==> src/rtl/player_lives.sv <==
// Player life counter with post-hit invulnerability window and sprite blink.
// Feeds p_lives to the game-over overlay and player_visible to the pixel mux.
module player_lives #(
  parameter int unsigned START_LIVES   = 3,
  parameter int unsigned INVULN_FRAMES = 120,
  parameter int unsigned BLINK_FRAMES  = 8
) (
  input  logic       clk,
  input  logic       rst,
  input  logic       frame_tick,
  input  logic       hit,
  input  logic       extra_life,
  output logic [1:0] p_lives,
  output logic       invuln,
  output logic       player_visible,
  output logic       life_lost
);

  localparam int unsigned CNT_W = 8;
  localparam logic [CNT_W-1:0] INV_INIT   = CNT_W'(INVULN_FRAMES);
  localparam logic [CNT_W-1:0] BLINK_INIT = CNT_W'(BLINK_FRAMES);
  localparam logic [1:0]       LIVES_INIT = 2'(START_LIVES);

  typedef enum logic [1:0] {
    ST_ALIVE  = 2'd0,
    ST_INVULN = 2'd1,
    ST_DEAD   = 2'd2
  } state_e;

  state_e           state_q;
  logic [CNT_W-1:0] inv_cnt_q;
  logic [CNT_W-1:0] blink_cnt_q;
  logic [1:0]       lives_inc_c;
  logic [1:0]       lives_hit_c;

  // Saturating lives arithmetic; a hit with a simultaneous pickup nets to zero.
  always_comb begin
    lives_inc_c = (p_lives == 2'd3) ? 2'd3 : p_lives + 2'd1;
    lives_hit_c = p_lives;
    if (!extra_life) begin
      lives_hit_c = (p_lives == 2'd0) ? 2'd0 : p_lives - 2'd1;
    end
  end

  always_ff @(posedge clk or posedge rst) begin
    if (rst) begin
      state_q        <= ST_ALIVE;
      p_lives        <= LIVES_INIT;
      invuln         <= 1'b0;
      player_visible <= 1'b1;
      life_lost      <= 1'b0;
      inv_cnt_q      <= '0;
      blink_cnt_q    <= '0;
    end else begin
      life_lost <= 1'b0;
      case (state_q)
        ST_ALIVE: begin
          if (hit) begin
            p_lives        <= lives_hit_c;
            life_lost      <= 1'b1;
            player_visible <= 1'b0;
            if (lives_hit_c == 2'd0) begin
              state_q <= ST_DEAD;
            end else begin
              // The coincident frame_tick is deliberately not counted here.
              state_q     <= ST_INVULN;
              invuln      <= 1'b1;
              inv_cnt_q   <= INV_INIT;
              blink_cnt_q <= BLINK_INIT;
            end
          end else if (extra_life) begin
            p_lives <= lives_inc_c;
          end
        end
        ST_INVULN: begin
          if (extra_life) begin
            p_lives <= lives_inc_c;
          end
          if (frame_tick) begin
            if (inv_cnt_q == CNT_W'(1)) begin
              state_q        <= ST_ALIVE;
              invuln         <= 1'b0;
              player_visible <= 1'b1;
              inv_cnt_q      <= '0;
              blink_cnt_q    <= '0;
            end else begin
              inv_cnt_q <= inv_cnt_q - CNT_W'(1);
              if (blink_cnt_q == CNT_W'(1)) begin
                player_visible <= ~player_visible;
                blink_cnt_q    <= BLINK_INIT;
              end else begin
                blink_cnt_q <= blink_cnt_q - CNT_W'(1);
              end
            end
          end
        end
        ST_DEAD: begin
          p_lives        <= 2'd0;
          player_visible <= 1'b0;
          invuln         <= 1'b0;
        end
        default: begin
          state_q <= ST_ALIVE;
        end
      endcase
    end
  end

endmodule
==> config.mk <==
export PLATFORM = sky130hd
export DESIGN_NAME = player_lives
export DESIGN_NICKNAME = d
export VERILOG_FILES = /design/src/rtl/player_lives.sv
export SDC_FILE = /design/constraint.sdc
export NUM_CORES = 1
export LEC_CHECK = 0
export ABC_AREA = 1
export CAP_MARGIN = 40
export CELL_PAD_IN_SITES_DETAIL_PLACEMENT = 0
export CELL_PAD_IN_SITES_GLOBAL_PLACEMENT = 1
export CORE_ASPECT_RATIO = 1.2
export CORE_MARGIN = 8
export CORE_UTILIZATION = 40
export CTS_BUF_LIST = sky130_fd_sc_hd__clkbuf_2
export DETAILED_ROUTE_END_ITERATION = 10
export GPL_TIMING_DRIVEN = 0
export PLACE_DENSITY_LB_ADDON = 0.3
export RECOVER_POWER = 100
export SLEW_MARGIN = 40
export SYNTH_ARGS = -nofsm -noshare
export SYNTH_HDL_FRONTEND = slang
export SYNTH_SLANG_ARGS = --single-unit
==> constraint.sdc <==
create_clock -name clk -period 2.15 [get_ports clk]
set_input_delay 0.43 -clock clk [delete_from_list [all_inputs] [get_ports clk]]
set_output_delay 0.43 -clock clk [all_outputs]
set_load 0.02 [all_outputs]
==> key figures, run 1 <==
Drt
  – DRT Pass-1 Iters: 4
  – Initial DRC count: 55
  – Antenna Nets Post-Route: 0
  – DRC: 0
  – Vias per inst: just over 5
  – Drt total wl: 3392 um
  – Avg WL per Cell: 13.05 um
  – Total number of vias: 1343

Critical path
  – CP Cell Sequence: clkdlybuf4s50_1
  – CP top delay family: flip-flops
  – Max stage delay on crit path: 0.62 ns
  – Worst EP arrival: 1.60 ns
  – Worst path buffer plus inverter count: 1
  – Flop2flop setup slack: ~0.23 ns
  – CP required: 1.72 ns
  – Crit start category: flip-flop
  – Crit path max-delay cell type: dfstp_1
  – Setup CP Type: flip-flop to output pin
  – RR Endpoint: inv_cnt_q[2]$_DFFE_PP0P_
  – Crit end category: output pin
  – CP max FO: 4
  – Reg2Reg Launch Point: state_q[1]$_DFFE_PP0P_
  – R2R depth: 10

Logic synthesis
  – YS warnings: 0
  – Syn nets: 221
  – Cell Area, Synth: 1496 um2
  – Synth Area in Adders: 0.06689
  – Synth top area cells: dfrtp_1, nand2_1, inv_1
  – Library cells used by synthesis: 26
  – Compound-Gate Fraction of Synth Area: 0.1154
  – Main combinational cell family by area after synthesis: simple AND/OR/NAND/NOR gates
  – Synth Area per Inst: 7.194 um2
  – Share of the synthesized area in the top cell type: 0.3344
  – Post-synthesis xor/xnor area fraction: 0.01171
  – Register bit total from synthesis: 23
  – Synth Instances: 208
  – Simple-Gate Fraction of Synth Area: 0.3135
  – Post-synthesis mux area share: 0
  – Largest area contributor in the netlist: dfrtp_1
  – Register area share after synthesis: 0.3871

STA
  – Clock Skew: about 0.0026 ns
  – Setup violations, final: 0
  – Slew Limit Fails: 0
  – Hold Worst Slack: 0.5377 ns
  – Fmax: just under 500 MHz
  – Period utilization: 0.9463
  – RSZ-0062 raised after global routing: false
  – Measured slew at the worst slew-check pin: 0.9186 ns
  – Fin crit period: between 2 and 2.5 ns
  – Slew headroom: 0.3869
  – Fin. Hold Viols: 0
  – Setup TNS: 0 ns

Finish
  – Layout cells sized above 1: 0.08597
  – Inserted Diodes: 0
  – Commonest non-fill, non-tap cell in the layout: nand2_1
  – Area grow syn2layout: 9.866%
  – Most frequent cells in the layout: nand2_1, inv_1, nor2_1
  – Final net count: between 200 and 250
  – Final core utilization: 0.4563

Job
  – Max-cap viol count: 0

CTS
  – Setup bufs post-CTS: 0
  – CTS Buf Count: 3
  – TritonCTS clock tree: built
  – CTS sink count: 23
  – Post_cts resized: 0
  – Clock root cell: clkbuf_2
  – Deepest clock path buffer count: 2
  – H-tree levels: 1
  – Worst-Skew Late Latency: between 0.3 and 0.4 ns
  – Clock transition at path regs: 0.24 ns
  – Cts hold-fix bufs: 0

Floorplan
  – Die ar.: 5962 um2
  – IO Count: 10
  – Die X: 71.84 um
  – Row count: 24
  – Core ar.: 3603 um2
  – Initial core utilization: 0.4153
  – Die height: around 83 um

Worst hold path
  – Worst hold stages: 2
  – Hold_sp: player_visible$_DFFE_PP1P_
  – Worst Hold End: player_visible$_DFFE_PP1P_
  – Min-Delay Path Class: flip-flop to flip-flop

Placed design
  – RePlAce Congestion: 0.8359
  – DP HPWL: 2579 um
  – Port Buffers: 9

GRT
  – Largest net degree at the start of global routing: 24
  – Initial antenna violation count: 0
  – Total gr overflow: 0
  – Number of global-route vias before repair: 1299
  – Global-route wire length before repair: around 5900 um
  – GRT Util Overall: 0.1200

Power and ir drop
  – Leak: 0.7993 nW
  – PD cells: ~1300 nW/um2
  – Total power: between 2 and 2.5 mW
  – Peak supply drop: a little over 0.6 mV

Status
  – Status: finished, final reports clean
[synthesized netlist by cell type]
| cell | instances |
|---|---|
| a21oi_1 | 9 |
| a21oi_2 | 1 |
| a31oi_1 | 1 |
| buf_4 | 1 |
| buf_6 | 2 |
| dfrtp_1 | 20 |
| dfstp_2 | 3 |
| ha_1 | 8 |
| inv_1 | 32 |
| inv_2 | 2 |
| nand2_1 | 50 |
| nand2_2 | 4 |
| nand3_1 | 16 |
| nand3_2 | 2 |
| nand3b_1 | 1 |
| nand4_1 | 3 |
| nor2_1 | 25 |
| nor2_2 | 4 |
| nor2_4 | 1 |
| o21ai_0 | 14 |
| o21ai_1 | 4 |
| o21ai_2 | 1 |
| o21bai_1 | 1 |
| o22ai_1 | 1 |
| xnor2_1 | 1 |
| xor2_1 | 1 |
[kinds of logic (layout without fill, tap and decap cells)]
kind of cell	Yosys count	in the layout
compound gates	32	32
flops	23	23
simple gates	106	106
buf+inv	37	50
xor+xnor	2	2
fa+ha+maj	8	8
[layout make-up]
type                            instances  area, um2
Sequential cell                        23      579.3
Inverter                               34      127.6
Clock inverter                          1      5.005
Timing Repair Buffer                    9      90.09
Fill cell                             374       1959
Buffer                                  3      26.28
Multi-Input combinational cell        148      752.0
Tap cell                               39      48.80
Clock buffer                            3      15.01
[metrics by stage]
step	instance area [um2]	worst slack, ns	cells
final	1644	0.1155	260
after global placement	1635	0.3315	256
after CTS	1655	0.1171	260
after detailed placement	1635	0.3038	256
after global routing	1644	0.04773	260
after floorplan	1496	0.7130	208
[state kept, by name (all words and copies together) (netlist names)]
signal	flops
p_lives	2
invuln	1
player_visible	1
life_lost	1
blink_cnt_q	8
state_q	2
inv_cnt_q	8
[report_power, final]
group          internal, mW  switching (mW)
Sequential            0.580           0.108
Clock                0.0422           0.152
Combinational         0.448           0.802
[per-layer routing]
layer | global-route usage | wire (um)
met5 | 0 | 0
met3 | 0.02043 | 80
met2 | 0.2101 | 1761
met4 | 0.05028 | 57
met1 | 0.1375 | 1492
[worst max path at each step]
| stage | start | to | slack, ns | cells past startpoint |
|---|---|---|---|---|
| 6_report | p_lives[1]$_DFFE_PP1P_ | p_lives[1] | 0.12 | 1 |
| 5_1_grt | p_lives[1]$_DFFE_PP1P_ | p_lives[1] | 0.05 | 1 |
| 4_1_cts | p_lives[0]$_DFFE_PP1P_ | p_lives[0] | 0.12 | 1 |
| 3_5_place_dp | extra_life | blink_cnt_q[6]$_DFFE_PP0P_ | 0.30 | 10 |
| 3_3_place_gp | extra_life | inv_cnt_q[2]$_DFFE_PP0P_ | 0.33 | 9 |
| 2_1_floorplan | state_q[1]$_DFFE_PP0P_ | blink_cnt_q[6]$_DFFE_PP0P_ | 0.71 | 11 |
No activity file was read; power rests on OpenSTA's default activity.
==> inputs of run 2 (changes only) <==
--- a/config.mk
+++ b/config.mk
@@ -15,7 +15,7 @@
 export CTS_BUF_LIST = sky130_fd_sc_hd__clkbuf_2
 export DETAILED_ROUTE_END_ITERATION = 10
 export GPL_TIMING_DRIVEN = 0
-export PLACE_DENSITY_LB_ADDON = 0.3
+export PLACE_DENSITY = 0.85
 export RECOVER_POWER = 100
 export SLEW_MARGIN = 40
 export SYNTH_ARGS = -nofsm -noshare
==> run 2 against run 1 <==
Net effect:
- design area shrank 0.53%
- hold slack lost 0.047 ns
- power shrank 1.5%
- clock power shrank 4%
- combinational power is essentially flat
- routed wire length shrank 4.2%
- critical endpoint unchanged
- flip-flop and latch count is the same
- highest routed layer unchanged
- clock skew grew 0.00052 ns
- non-clock buffer count is the same
- sequential share of layout area grew 0.19 points
==> key figures, run 2 (synthesized netlist as in run 1, its figures left out) <==
Floorplan
  – Initial core utilization: 0.4153
  – IO Count: 10
  – Core ar.: 3603 um2
  – Die ar.: between 5000 and 6000 um2
  – Row count: 24
  – Die X: 71.84 um
  – Die height: 83 um

Critical path
  – CP required: 1.72 ns
  – Crit start category: flip-flop
  – Worst EP arrival: 1.62 ns
  – CP top delay family: buffers and inverters
  – Max stage delay on crit path: 0.68 ns
  – CP max FO: 4
  – CP Cell Sequence: dlygate4sd3_1
  – Setup CP Type: flip-flop to output pin
  – Crit path max-delay cell type: dlygate4sd3_1
  – Worst path buffer plus inverter count: 1
  – Crit end category: output pin

STA
  – RSZ-0062 raised after global routing: false
  – Clock Skew: 0.003106 ns
  – Period utilization: 0.9528
  – Slew headroom: 0.3923
  – Fin. Hold Viols: 0
  – Slew Limit Fails: 0
  – Fin crit period: 2.049 ns
  – Measured slew at the worst slew-check pin: 0.9105 ns
  – Hold Worst Slack: 0.4908 ns
  – Setup TNS: 0 ns
  – Fmax: between 400 and 500 MHz
  – Post-route setup slack: slightly above 0.1 ns
  – Setup violations, final: 0

Finish
  – Area grow syn2layout: 9.281%
  – Inserted Diodes: 0
  – Fill cell count: 384
  – Final core utilization: 0.4538
  – Final net count: between 200 and 250
  – Layout cells sized above 1: 0.09050
  – Final instance area: 1635 um2
  – Non-Filler Instances: 260
  – Largest regs: blink_cnt_q (8), inv_cnt_q (8)
  – Commonest non-fill, non-tap cell in the layout: nand2_1
  – Most frequent cells in the layout: nand2_1, inv_1, nor2_1

Placed design
  – Cell Area, Placed: 1635 um2
  – RePlAce Congestion: approximately 0.79
  – Pre-CTS setup slack: approximately 0.32 ns
  – DP HPWL: 2538 um
  – Dpl cells: 256
  – Port Buffers: 9

CTS
  – Clock transition at path regs: 0.23 ns
  – Setup bufs post-CTS: 0
  – Clock root cell: clkbuf_2
  – Post_cts resized: 0
  – CTS sink count: 23
  – Deepest clock path buffer count: 2
  – TritonCTS clock tree: built
  – CTS Buf Count: 3
  – H-tree levels: 1
  – Cts hold-fix bufs: 0
  – Worst-Skew Late Latency: ~0.34 ns

Power and ir drop
  – PD cells: 1285 nW/um2
  – Switching Power: 1.020 mW
  – Sequential share of power: 0.327
  – Sw frac: 0.4856
  – Power share of the combinational group: 0.584
  – Cell-internal power: 1.081 mW
  – Total power: 2.101 mW
  – Peak supply drop: 0.7307 mV
  – Leak: just over 0.8 nW
  – Clock share of power: 0.089

Drt
  – Total number of vias: 1286
  – Vias per inst: 4.946
  – Drt total wl: 3251 um
  – DRT Pass-1 Iters: 4
  – Antenna Nets Post-Route: 0
  – DRC: 0
  – Initial DRC count: 46
  – Avg WL per Cell: 12.50 um

GRT
  – Total gr overflow: 0
  – GRT Util Overall: 0.1195
  – Global-route wire length before repair: 5906 um
  – Number of global-route vias before repair: 1329
  – Initial antenna violation count: 0
  – Largest net degree at the start of global routing: 24

Worst hold path
  – Min-Delay Path Class: flip-flop to flip-flop

Job
  – Max-cap viol count: 0

Status
  – Status: finished, final reports clean
==> run 2: cell count changes in the layout (fill, tap and decap cells not counted), moves of 2 or more <==
cell             previous run  this run
dfstp_2                     1         3
dfstp_1                     2         0
nor2_1                     25        27
dlygate4sd3_1               3         5
clkdlybuf4s50_1             6         4
==> run 2: power groups by stage <==
| stage | clock, mW | combinational, mW | sequential (mW) |
|---|---|---|---|
| finish | 0.187 | 1.23 | 0.687 |
| global route | 0.205 | 1.41 | 0.709 |
| global placement | 0 | 1.27 | 0.697 |
| floorplan | 0 | 0.937 | 0.722 |
| CTS | 0.196 | 1.29 | 0.688 |
| detailed placement | 0 | 1.28 | 0.699 |
==> run 2: layout make-up <==
class | instances | area (um2) | share of cell area
Clock buffer | 4 | 20.02 | 0.01224
Sequential cell | 23 | 579.3 | 0.3542
Tap cell | 39 | 48.80 | 0.02984
Buffer | 3 | 30.03 | 0.01836
Timing Repair Buffer | 9 | 90.09 | 0.05509
Inverter | 34 | 127.6 | 0.07804
Multi-Input combinational cell | 148 | 739.5 | 0.4522
==> run 2: routing by layer <==
metal / part of all wire / up-vias / global-route usage
met5: 0 / - / 0
met4: 0.012 / 0 / 0.03911
met3: 0.020 / 4 / 0.01803
met2: 0.50 / 12 / 0.2151
met1: 0.46 / 589 / 0.1376
li1: - / 681 / -
==> run 2: worst paths after layout <==
kind	slack [ns]	startpoint	endpoint	depth (start not counted)
hold / removal	0.49	player_visible$_DFFE_PP1P_	player_visible$_DFFE_PP1P_	2
setup reg to reg	0.30	state_q[1]$_DFFE_PP0P_	inv_cnt_q[5]$_DFFE_PP0P_	9
setup / recovery	0.10	p_lives[1]$_DFFE_PP1P_	p_lives[1]	1
min in group asynchronous	0.68	rst	life_lost$_DFF_PP0_	2
max in group asynchronous	0.92	rst	blink_cnt_q[3]$_DFFE_PP0P_	2
hold reg to reg	0.49	player_visible$_DFFE_PP1P_	player_visible$_DFFE_PP1P_	2
==> inputs of run 3 (changes only) <==
--- a/config.mk
+++ b/config.mk
@@ -10,7 +10,6 @@
 export CELL_PAD_IN_SITES_DETAIL_PLACEMENT = 0
 export CELL_PAD_IN_SITES_GLOBAL_PLACEMENT = 1
 export CORE_ASPECT_RATIO = 1.2
-export CORE_MARGIN = 8
 export CORE_UTILIZATION = 40
 export CTS_BUF_LIST = sky130_fd_sc_hd__clkbuf_2
 export DETAILED_ROUTE_END_ITERATION = 10
==> run 3 against run 2 <==
Net effect:
- power is 0.44% higher
- highest routed layer unchanged
- register-to-register slack worse by 0.11 ns
- design area did not move
- fmax is 1.8% higher
- first-iteration DRC count fell by 37%
- count of clock-buffer cells in the layout unchanged
==> key figures, run 3 (synthesized netlist as in run 1, its figures left out) <==
CTS
  – H-tree levels: 1
  – Post_cts resized: 0
  – CTS sink count: 23
  – CTS Buf Count: 3
  – Worst-Skew Late Latency: ~0.35 ns
  – Deepest clock path buffer count: 2
  – Setup bufs post-CTS: 0
  – Clock root cell: clkbuf_2
  – Cts hold-fix bufs: 0
  – TritonCTS clock tree: built
  – Clock transition at path regs: 0.24 ns

Finish
  – Largest regs: blink_cnt_q (8), inv_cnt_q (8)
  – Layout cells sized above 1: 0.09050
  – Most frequent cells in the layout: nand2_1, inv_1, nor2_1
  – Inserted Diodes: 0
  – Commonest non-fill, non-tap cell in the layout: nand2_1
  – Area grow syn2layout: 9.281%
  – Final instance area: 1635 um2
  – Final core utilization: 0.4538
  – Final net count: between 200 and 250
  – Non-Filler Instances: 260

STA
  – Fmax: just under 500 MHz
  – Measured slew at the worst slew-check pin: 0.9296 ns
  – Post-route setup slack: 0.1367 ns
  – Setup violations, final: 0
  – Setup TNS: 0 ns
  – RSZ-0062 raised after global routing: false
  – Slew headroom: 0.3796
  – Clock Skew: 0.002493 ns
  – Fin crit period: 2.013 ns
  – Period utilization: 0.9364
  – Fin. Hold Viols: 0
  – Hold Worst Slack: about 0.50 ns
  – Slew Limit Fails: 0

Drt
  – DRT met1 WL: about 1500 um
  – Drt total wl: around 3300 um
  – Antenna Nets Post-Route: 0
  – DRT Pass-1 Iters: 4
  – Initial DRC count: 29
  – Vias per inst: 4.996
  – DR WL met2: between 1500 and 2000 um
  – DRC: 0
  – Total number of vias: 1299
  – Top routing layer used: met4
  – Detail Route met3 WL: 59 um
  – Avg WL per Cell: 12.50 um

Floorplan
  – Die height: 69 um
  – Initial core utilization: 0.4153
  – Core ar.: 3603 um2
  – IO Count: 10
  – Die X: 57.84 um
  – Row count: 24
  – Die ar.: 3991 um2

Critical path
  – CP required: 1.72 ns
  – CP top delay family: buffers and inverters
  – Crit end category: output pin
  – Crit start category: flip-flop
  – CP max FO: 4
  – Worst path buffer plus inverter count: 1
  – Max stage delay on crit path: just over 0.6 ns
  – Crit path max-delay cell type: clkdlybuf4s50_1
  – Worst EP arrival: 1.58 ns
  – Crit path from: p_lives[0]$_DFFE_PP1P_
  – Setup CP Type: flip-flop to output pin
  – Reg2Reg Launch Point: state_q[1]$_DFFE_PP0P_
  – CP Cell Sequence: clkdlybuf4s50_1

GRT
  – Number of global-route vias before repair: 1209
  – Initial antenna violation count: 0
  – Global-route wire length before repair: 5616 um
  – Largest net degree at the start of global routing: 24
  – GRT Util Overall: 0.1834
  – Total gr overflow: 0

Placed design
  – Port Buffers: 9
  – Cell Area, Placed: 1635 um2
  – Dpl cells: 256
  – Pre-CTS setup slack: 0.2860 ns
  – RePlAce Congestion: 0.8106
  – DP HPWL: 2445 um

Worst hold path
  – Hold_sp: player_visible$_DFFE_PP1P_
  – Min-Delay Path Class: flip-flop to flip-flop

Power and ir drop
  – Peak supply drop: 0.7060 mV
  – PD cells: ~1300 nW/um2
  – Total power: 2.110 mW
  – Leak: ~0.80 nW

Status
  – Status: finished, final reports clean

Job
  – Max-cap viol count: 0
run 3: cell count changes in the layout (fill, tap and decap cells not counted), sizes merged:
| cell | previous run | this run |
|---|---|---|
| clkdlybuf4s50 | 4 | 6 |
| dlygate4sd3 | 5 | 3 |
| buf | 3 | 2 |
| clkbuf | 4 | 5 |
run 3: power breakdown:
| part | internal (mW) | switching [mW] |
|---|---|---|
| logic | 0.444 | 0.783 |
| registers | 0.580 | 0.108 |
| clock network | 0.0491 | 0.145 |
run 3: worst paths after layout:
kind | end | slack [ns] | depth (start not counted)
worst max register to register | inv_cnt_q[2]$_DFFE_PP0P_ | 0.19 | 9
max in group asynchronous | state_q[0]$_DFFE_PP0P_ | 0.92 | 2
worst min register to register | player_visible$_DFFE_PP1P_ | 0.50 | 2
worst max-delay path | p_lives[0] | 0.14 | 1
min in group asynchronous | life_lost$_DFF_PP0_ | 0.67 | 2
worst min-delay path | player_visible$_DFFE_PP1P_ | 0.50 | 2
run 3: area by class of cell:
cell class                      count  area [um2]
Inverter                           34       127.6
Timing Repair Buffer                9       90.09
Clock buffer                        4       20.02
Buffer                              3       27.53
Fill cell                         391        1968
Tap cell                           39       48.80
Sequential cell                    23       579.3
Multi-Input combinational cell    148       742.0
run 3: routing by layer:
metal / global-route usage / vias up
met2: 0.3116 / 17
met3: 0.02251 / 5
li1: - / 680
met1: 0.2323 / 597
met4: 0.07143 / 0
met5: 0 / -
